===== src/rtl/cpu_defs_pkg.sv =====
// Shared CPU definitions: opcodes, ALU op encodings, instruction field
// positions and the fetch/execute state encoding.
package cpu_defs_pkg;

    // Opcodes (values 8..255 are undefined)
    localparam logic [7:0] OP_LOADI = 8'd0;
    localparam logic [7:0] OP_MOV   = 8'd1;
    localparam logic [7:0] OP_ADD   = 8'd2;
    localparam logic [7:0] OP_SUB   = 8'd3;
    localparam logic [7:0] OP_AND   = 8'd4;
    localparam logic [7:0] OP_OR    = 8'd5;
    localparam logic [7:0] OP_J     = 8'd6;
    localparam logic [7:0] OP_BEQ   = 8'd7;

    // ALU operation select
    localparam logic [2:0] ALU_FWD = 3'b000;
    localparam logic [2:0] ALU_ADD = 3'b001;
    localparam logic [2:0] ALU_AND = 3'b010;
    localparam logic [2:0] ALU_OR  = 3'b011;

    // Instruction fields: OP[31:24] DEST[23:16] SRC1[15:8] SRC2/IMM[7:0]
    localparam int OP_MSB   = 31;
    localparam int OP_LSB   = 24;
    localparam int DEST_MSB = 23;
    localparam int DEST_LSB = 16;
    localparam int SRC1_MSB = 15;
    localparam int SRC1_LSB = 8;
    localparam int SRC2_MSB = 7;
    localparam int SRC2_LSB = 0;

    typedef enum logic {
        ST_FETCH = 1'b0,
        ST_EXEC  = 1'b1
    } state_e;

endpackage


===== src/rtl/instr_decoder.sv =====
// Purely combinational instruction decoder: IR -> register addresses,
// immediate, ALU controls and instruction class flags.
module instr_decoder
    import cpu_defs_pkg::*;
#(
    parameter int REG_AW = 3
) (
    input  logic [31:0]       ir_i,
    output logic [REG_AW-1:0] rr1_o,
    output logic [REG_AW-1:0] rr2_o,
    output logic [REG_AW-1:0] wr_o,
    output logic [7:0]        imm_o,
    output logic [2:0]        aluop_o,
    output logic              imm_sel_o,
    output logic              neg_sel_o,
    output logic              wr_class_o,
    output logic              jump_o,
    output logic              beq_o,
    output logic              ill_o
);

    logic [7:0] op;
    logic       unused_ir_bits;

    assign op    = ir_i[OP_MSB:OP_LSB];
    assign rr1_o = ir_i[SRC1_LSB +: REG_AW];
    assign rr2_o = ir_i[SRC2_LSB +: REG_AW];
    assign wr_o  = ir_i[DEST_LSB +: REG_AW];
    assign imm_o = ir_i[SRC2_MSB:SRC2_LSB];
    // Upper register-field bits are don't-care for the register file
    assign unused_ir_bits = ^ir_i;

    // Opcode -> ALU controls and instruction class
    always_comb begin
        aluop_o    = ALU_FWD;
        imm_sel_o  = 1'b0;
        neg_sel_o  = 1'b0;
        wr_class_o = 1'b0;
        jump_o     = 1'b0;
        beq_o      = 1'b0;
        ill_o      = 1'b0;
        case (op)
            OP_LOADI: begin wr_class_o = 1'b1; imm_sel_o = 1'b1; end
            OP_MOV:   begin wr_class_o = 1'b1; end
            OP_ADD:   begin wr_class_o = 1'b1; aluop_o = ALU_ADD; end
            OP_SUB:   begin wr_class_o = 1'b1; aluop_o = ALU_ADD; neg_sel_o = 1'b1; end
            OP_AND:   begin wr_class_o = 1'b1; aluop_o = ALU_AND; end
            OP_OR:    begin wr_class_o = 1'b1; aluop_o = ALU_OR; end
            OP_J:     begin jump_o = 1'b1; end
            OP_BEQ:   begin beq_o = 1'b1; aluop_o = ALU_ADD; neg_sel_o = 1'b1; end
            default:  begin ill_o = 1'b1; end
        endcase
    end

endmodule


===== src/rtl/instr_fetch_decode.sv =====
// Front-end control stage: owns PC and IR, fetches through a busywait
// handshake, decodes IR for the register file/ALU and resolves j/beq.
module instr_fetch_decode
    import cpu_defs_pkg::*;
#(
    parameter int                  PC_WIDTH = 32,
    parameter logic [PC_WIDTH-1:0] RESET_PC = '0,
    parameter int                  REG_AW   = 3
) (
    input  logic                CLK,
    input  logic                RESET,
    input  logic [31:0]         IMEM_DATA,
    input  logic                IMEM_BUSYWAIT,
    input  logic                ZERO,
    output logic                IMEM_READ,
    output logic [PC_WIDTH-1:0] IMEM_ADDR,
    output logic [REG_AW-1:0]   READREG1,
    output logic [REG_AW-1:0]   READREG2,
    output logic [REG_AW-1:0]   WRITEREG,
    output logic                WRITEENABLE,
    output logic [7:0]          IMMEDIATE,
    output logic [2:0]          ALUOP,
    output logic                IMM_SEL,
    output logic                NEG_SEL,
    output logic                ILLEGAL
);

    state_e              state_q;
    logic [PC_WIDTH-1:0] pc_q, pc_d;
    logic [31:0]         ir_q;
    logic                rd_q;

    logic [REG_AW-1:0]   rr1, rr2, wr;
    logic [7:0]          imm;
    logic [2:0]          aluop;
    logic                imm_sel, neg_sel, wr_class, jump, beq, ill;
    logic [PC_WIDTH-1:0] pc_plus4, br_sext, br_off;

    instr_decoder #(.REG_AW(REG_AW)) u_dec (
        .ir_i       (ir_q),
        .rr1_o      (rr1),
        .rr2_o      (rr2),
        .wr_o       (wr),
        .imm_o      (imm),
        .aluop_o    (aluop),
        .imm_sel_o  (imm_sel),
        .neg_sel_o  (neg_sel),
        .wr_class_o (wr_class),
        .jump_o     (jump),
        .beq_o      (beq),
        .ill_o      (ill)
    );

    // Branch target: DEST is a signed word offset relative to PC+4
    assign pc_plus4 = pc_q + PC_WIDTH'(4);
    assign br_sext  = PC_WIDTH'($signed(ir_q[DEST_MSB:DEST_LSB]));
    assign br_off   = {br_sext[PC_WIDTH-3:0], 2'b00};

    // Next PC, consumed only at the edge that closes EXEC
    always_comb begin
        pc_d = pc_plus4;
        if (jump || (beq && ZERO)) pc_d = pc_plus4 + br_off;
    end

    // Fetch/execute FSM with PC, IR and registered fetch request.
    // rd_q stays low for the first cycle out of reset so IR only loads
    // once a request has actually been presented to memory.
    always_ff @(posedge CLK or negedge RESET) begin
        if (!RESET) begin
            state_q <= ST_FETCH;
            pc_q    <= RESET_PC;
            ir_q    <= '0;
            rd_q    <= 1'b0;
        end else begin
            case (state_q)
                ST_FETCH: begin
                    if (rd_q && !IMEM_BUSYWAIT) begin
                        ir_q    <= IMEM_DATA;
                        state_q <= ST_EXEC;
                        rd_q    <= 1'b0;
                    end else begin
                        rd_q    <= 1'b1;
                    end
                end
                ST_EXEC: begin
                    pc_q    <= pc_d;
                    state_q <= ST_FETCH;
                    rd_q    <= 1'b1;
                end
                default: begin
                    state_q <= ST_FETCH;
                    rd_q    <= 1'b0;
                end
            endcase
        end
    end

    assign IMEM_READ = rd_q;
    assign IMEM_ADDR = pc_q;

    // Decode outputs forced to zero while reset is held (IR=0 would
    // otherwise decode as loadi)
    assign READREG1    = RESET ? rr1     : '0;
    assign READREG2    = RESET ? rr2     : '0;
    assign WRITEREG    = RESET ? wr      : '0;
    assign IMMEDIATE   = RESET ? imm     : '0;
    assign ALUOP       = RESET ? aluop   : '0;
    assign IMM_SEL     = RESET && imm_sel;
    assign NEG_SEL     = RESET && neg_sel;
    assign WRITEENABLE = RESET && (state_q == ST_EXEC) && wr_class;
    assign ILLEGAL     = RESET && (state_q == ST_EXEC) && ill;

endmodule


===== config.mk =====
export PLATFORM = sky130hd
export DESIGN_NAME = instr_fetch_decode
export DESIGN_NICKNAME = d
export VERILOG_FILES = /design/src/rtl/cpu_defs_pkg.sv /design/src/rtl/instr_decoder.sv /design/src/rtl/instr_fetch_decode.sv
export SDC_FILE = /design/constraint.sdc
export NUM_CORES = 1
export LEC_CHECK = 0
export CAP_MARGIN = 10
export CORE_MARGIN = 10
export CORE_UTILIZATION = 49
export DETAILED_ROUTE_END_ITERATION = 8
export PLACE_DENSITY = 0.78
export SETUP_SLACK_MARGIN = 0.15
export SLEW_MARGIN = 25
export SYNTH_ARGS = -nofsm -noshare
export SYNTH_HDL_FRONTEND = slang
export SYNTH_SLANG_ARGS = --single-unit

===== constraint.sdc =====
create_clock -name CLK -period 3.8 [get_ports CLK]
set_clock_uncertainty 0.2 [all_clocks]
set_input_delay 0.76 -clock CLK [delete_from_list [all_inputs] [get_ports CLK]]
set_output_delay 0.76 -clock CLK [all_outputs]
set_load 0.05 [all_outputs]

==> out/results.tsv <==
stage	metric	value	unit
logic_synthesis	ys_ff_latch	59	
critical_path	endpoint_kind_of_the_worst_setup_timing_path	register	
timing	finalWorstPathRequiredPeriod	3.59	ns
job	cap_violations	0	
floorplan	chipHeight	123	um
timing	fin_tns_setup	0	ns
layout	flow.area_growth_from_synthesis	33.0	%
critical_path	worstSetupPathType	reg2reg	
layout	drive_above_1_share	0.246	
layout	most-common-layout-cells	sky130_fd_sc_hd__clkdlybuf4s50_1 (78), sky130_fd_sc_hd__buf_4 (61), sky130_fd_sc_hd__nand2_1 (47)	
worst_hold_path	hp-class	in2async	
place	gp_congestion	0.923	
place	hpwl	11400	um
logic_synthesis	yosys.cell_types.count	71	
logic_synthesis	yosys_most_used_dff	sky130_fd_sc_hd__dfrtp_1	
logic_synthesis	ys_async_sr_fraction	1.00	
clock_network	tritoncts_clock_tree	done	
timing	timing_max_transition_violations_final	0	
place	buffer_ports.inserted	84	
clock_network	largest_buffer_count_on_any_clock_path	2	
critical_path	worst_path_largest_cell_delay	0.37	ns
critical_path	timing.critical_path.arrival	3.68	ns
floorplan	die_area	0.0151	sq mm
drt	drt_first_iter_violations	378	
critical_path	cp_cell_sequence	and4_4 > and3_4 > buf_6 > nand3_1 > xnor2_2 > ha_1 > and4_4 > a32o_2 > o31ai_4 > buf_4 > a211o_2 > a21bo_2 > nand3_1 > mux2i_1 > xor2_1	
layout	final_common_cell	sky130_fd_sc_hd__clkdlybuf4s50_1	
drt	via_count	5112	
timing	number_of_setup_violations_in_the_final_report	0	
timing	rsz0062_at_grt	yes	
power	ratio_of_total_power_to_cell_area	702	mW/mm^2
clock_network	clockRootBuffer	sky130_fd_sc_hd__clkbuf_8	
logic_synthesis	yosysWarningCount	0	
drt	drc_errors	0	
floorplan	floorplan.rows	37	
timing	hold_viol	0	
drt	wl_cell	17.9	um
power	p_leak	2.95	nW
logic_synthesis	yosysSeqAreaShare	0.286	
clock_network	clk-insertion-delay-late	0.38	ns
logic_synthesis	synthCells	606	
critical_path	cp-start-kind	register	
logic_synthesis	synth.cell_area	0.00517	sq mm
critical_path	crit_path_start	IMEM_ADDR[5]	
layout	final_nets	800	
clock_network	path_clk_slew	0.08	ns
power	final_total_pwr	4.83	mW
floorplan	effective_utilization_at_floorplan	0.501	
drt	ant_nets	0	
clock_network	cts_max_level	3	
timing	max_freq	0.279	GHz
drt	post_drt_via_cell_ratio	5.89	
outcome	run_status	finished, final reports clean	
timing	worst_pin_slew	0.970	ns
global_route	initial_antenna_violation_count	0	
drt	drt-total-wl	15600	um
clock_network	tritoncts_num_sinks	59	
timing	fin_crit_sh	0.945	
critical_path	slowest_stage	sky130_fd_sc_hd__dfrtp_2	
floorplan	floorplan.io_pins	93	
global_route	grt_pass1_wl	24900	um
global_route	grt_max_degree	44	
drt	dr.pass1.iters	5	
critical_path	worstPathRequired	3.89	ns
critical_path	crit_reg_reg_startpoint	IMEM_ADDR[5]	
global_route	congestion_overflow_gr	0	
floorplan	core-area	0.0103	sq mm
clock_network	cts_made_buffers	9	
power	peakVddDrop	0.000523	V
logic_synthesis	synth.avg_cell_area	8.53	sq um
global_route	grt_use_total	0.205	
floorplan	dieWidth	123	um
logic_synthesis	synth-edff-count	0	
timing	max-slew-margin-rel	0.354	
critical_path	worst-path-max-fanout	6	
global_route	first_global_vias	4981	
area by class of cell:
type	instances	area, sq um
sequential	59	1490
timing repair buffer	142	1270
clock buffer	9	124
multi-input combinational	502	3680
tap	136	170
fill	792	3450
antenna	1	2.50
clock inverter	7	83.8
inverter	12	45.0
cell usage after synthesis, types with 9 or more instances:
cell / n / area (sq um)
sky130_fd_sc_hd__nand4_1: 9 / 56.3
sky130_fd_sc_hd__xor2_1: 19 / 166
sky130_fd_sc_hd__clkbuf_1: 17 / 63.8
sky130_fd_sc_hd__mux2_2: 25 / 282
sky130_fd_sc_hd__nand2_1: 47 / 176
sky130_fd_sc_hd__o21ai_0: 43 / 215
sky130_fd_sc_hd__a21o_1: 19 / 143
sky130_fd_sc_hd__dfrtp_1: 59 / 1480
sky130_fd_sc_hd__nor2_1: 43 / 161
sky130_fd_sc_hd__nor3_1: 9 / 45.0
sky130_fd_sc_hd__a21oi_1: 47 / 235
sky130_fd_sc_hd__ha_1: 37 / 463
sky130_fd_sc_hd__nand3_1: 30 / 150
sky130_fd_sc_hd__and3_1: 21 / 131
sky130_fd_sc_hd__and2_1: 21 / 131
sky130_fd_sc_hd__inv_1: 12 / 45.0
sky130_fd_sc_hd__xnor2_1: 27 / 236
stage by stage:
| step | utilization | setup slack (ns) | hold slack, ns | std cells | instance area, sq um |
|---|---|---|---|---|---|
| floorplan | - | 0.0935 | 0.264 | 608 | 5280 |
| global placement | 0.620 | 0.0783 | 0.259 | 838 | 6400 |
| detailed placement | 0.620 | 0.0456 | 0.262 | 838 | 6400 |
| CTS | 0.647 | 0.152 | 0.147 | 859 | 6680 |
| global route | 0.666 | 0.0540 | 0.167 | 867 | 6870 |
| finish | 0.666 | 0.209 | 0.142 | 868 | 6880 |
sequential cells by signal, summed over array words and instances (netlist names):
| register | flops |
|---|---|
| IMEM_ADDR | 30 |
| state_q | 1 |
| ir_q | 27 |
| IMEM_READ | 1 |
final timing paths:
path / to / slack, ns / depth (start not counted)
min in group CLK: IMEM_ADDR[31] / 0.27 / 1
hold / removal: ir_q[18] / 0.14 / 1
setup / recovery: IMEM_ADDR[31] / 0.21 / 15
max in group asynchronous: IMEM_ADDR[10] / 2.50 / 2
hold reg to reg: IMEM_ADDR[31] / 0.27 / 1
setup reg to reg: IMEM_ADDR[31] / 0.21 / 15
logic make-up (layout without fill, tap and decap cells):
kind of cell             count (synthesis)  in the layout  synth area share
XOR/XNOR                                46             46            0.0779
multiplexers                            27             27            0.0583
buffers and inverters                   47            170            0.0477
AND/OR/NAND/NOR                        219            219             0.222
flip-flops                              59             59             0.286
AO/OA/AOI/OAI                          169            169             0.215
adder cells (fa/ha/maj)                 38             38            0.0934
other                                    1              4          0.000725
worst max-delay path: cells and delay by family (launching register included):
family	cells	cell delay, ns
simple gates	5	0.95
compound gates	4	0.79
flops	1	0.37
fa+ha+maj	1	0.35
xor+xnor	2	0.32
buf+inv	2	0.29
mux	1	0.23
layer usage:
metal / global-route usage / part of all wire
met5: 0 / 0
met4: 0.0560 / 0.015
met3: 0.0601 / 0.085
met2: 0.338 / 0.48
met1: 0.254 / 0.42
timing repair:
action | 4_1_cts | 5_1_grt
buffers inserted | 5 | 8
pin swaps | 5 | 20
hold buffers | 0 | 0
setup endpoints to repair | 4 | 14
gates resized for setup | 9 | 28
where the power goes:
| group | switching [mW] | leakage (nW) | internal (mW) |
|---|---|---|---|
| clock | 0.333 | 0.103 | 0.316 |
| sequential | 0.182 | 0.667 | 0.803 |
| combinational | 1.83 | 2.18 | 1.37 |
(Power assumes the default switching activity.)
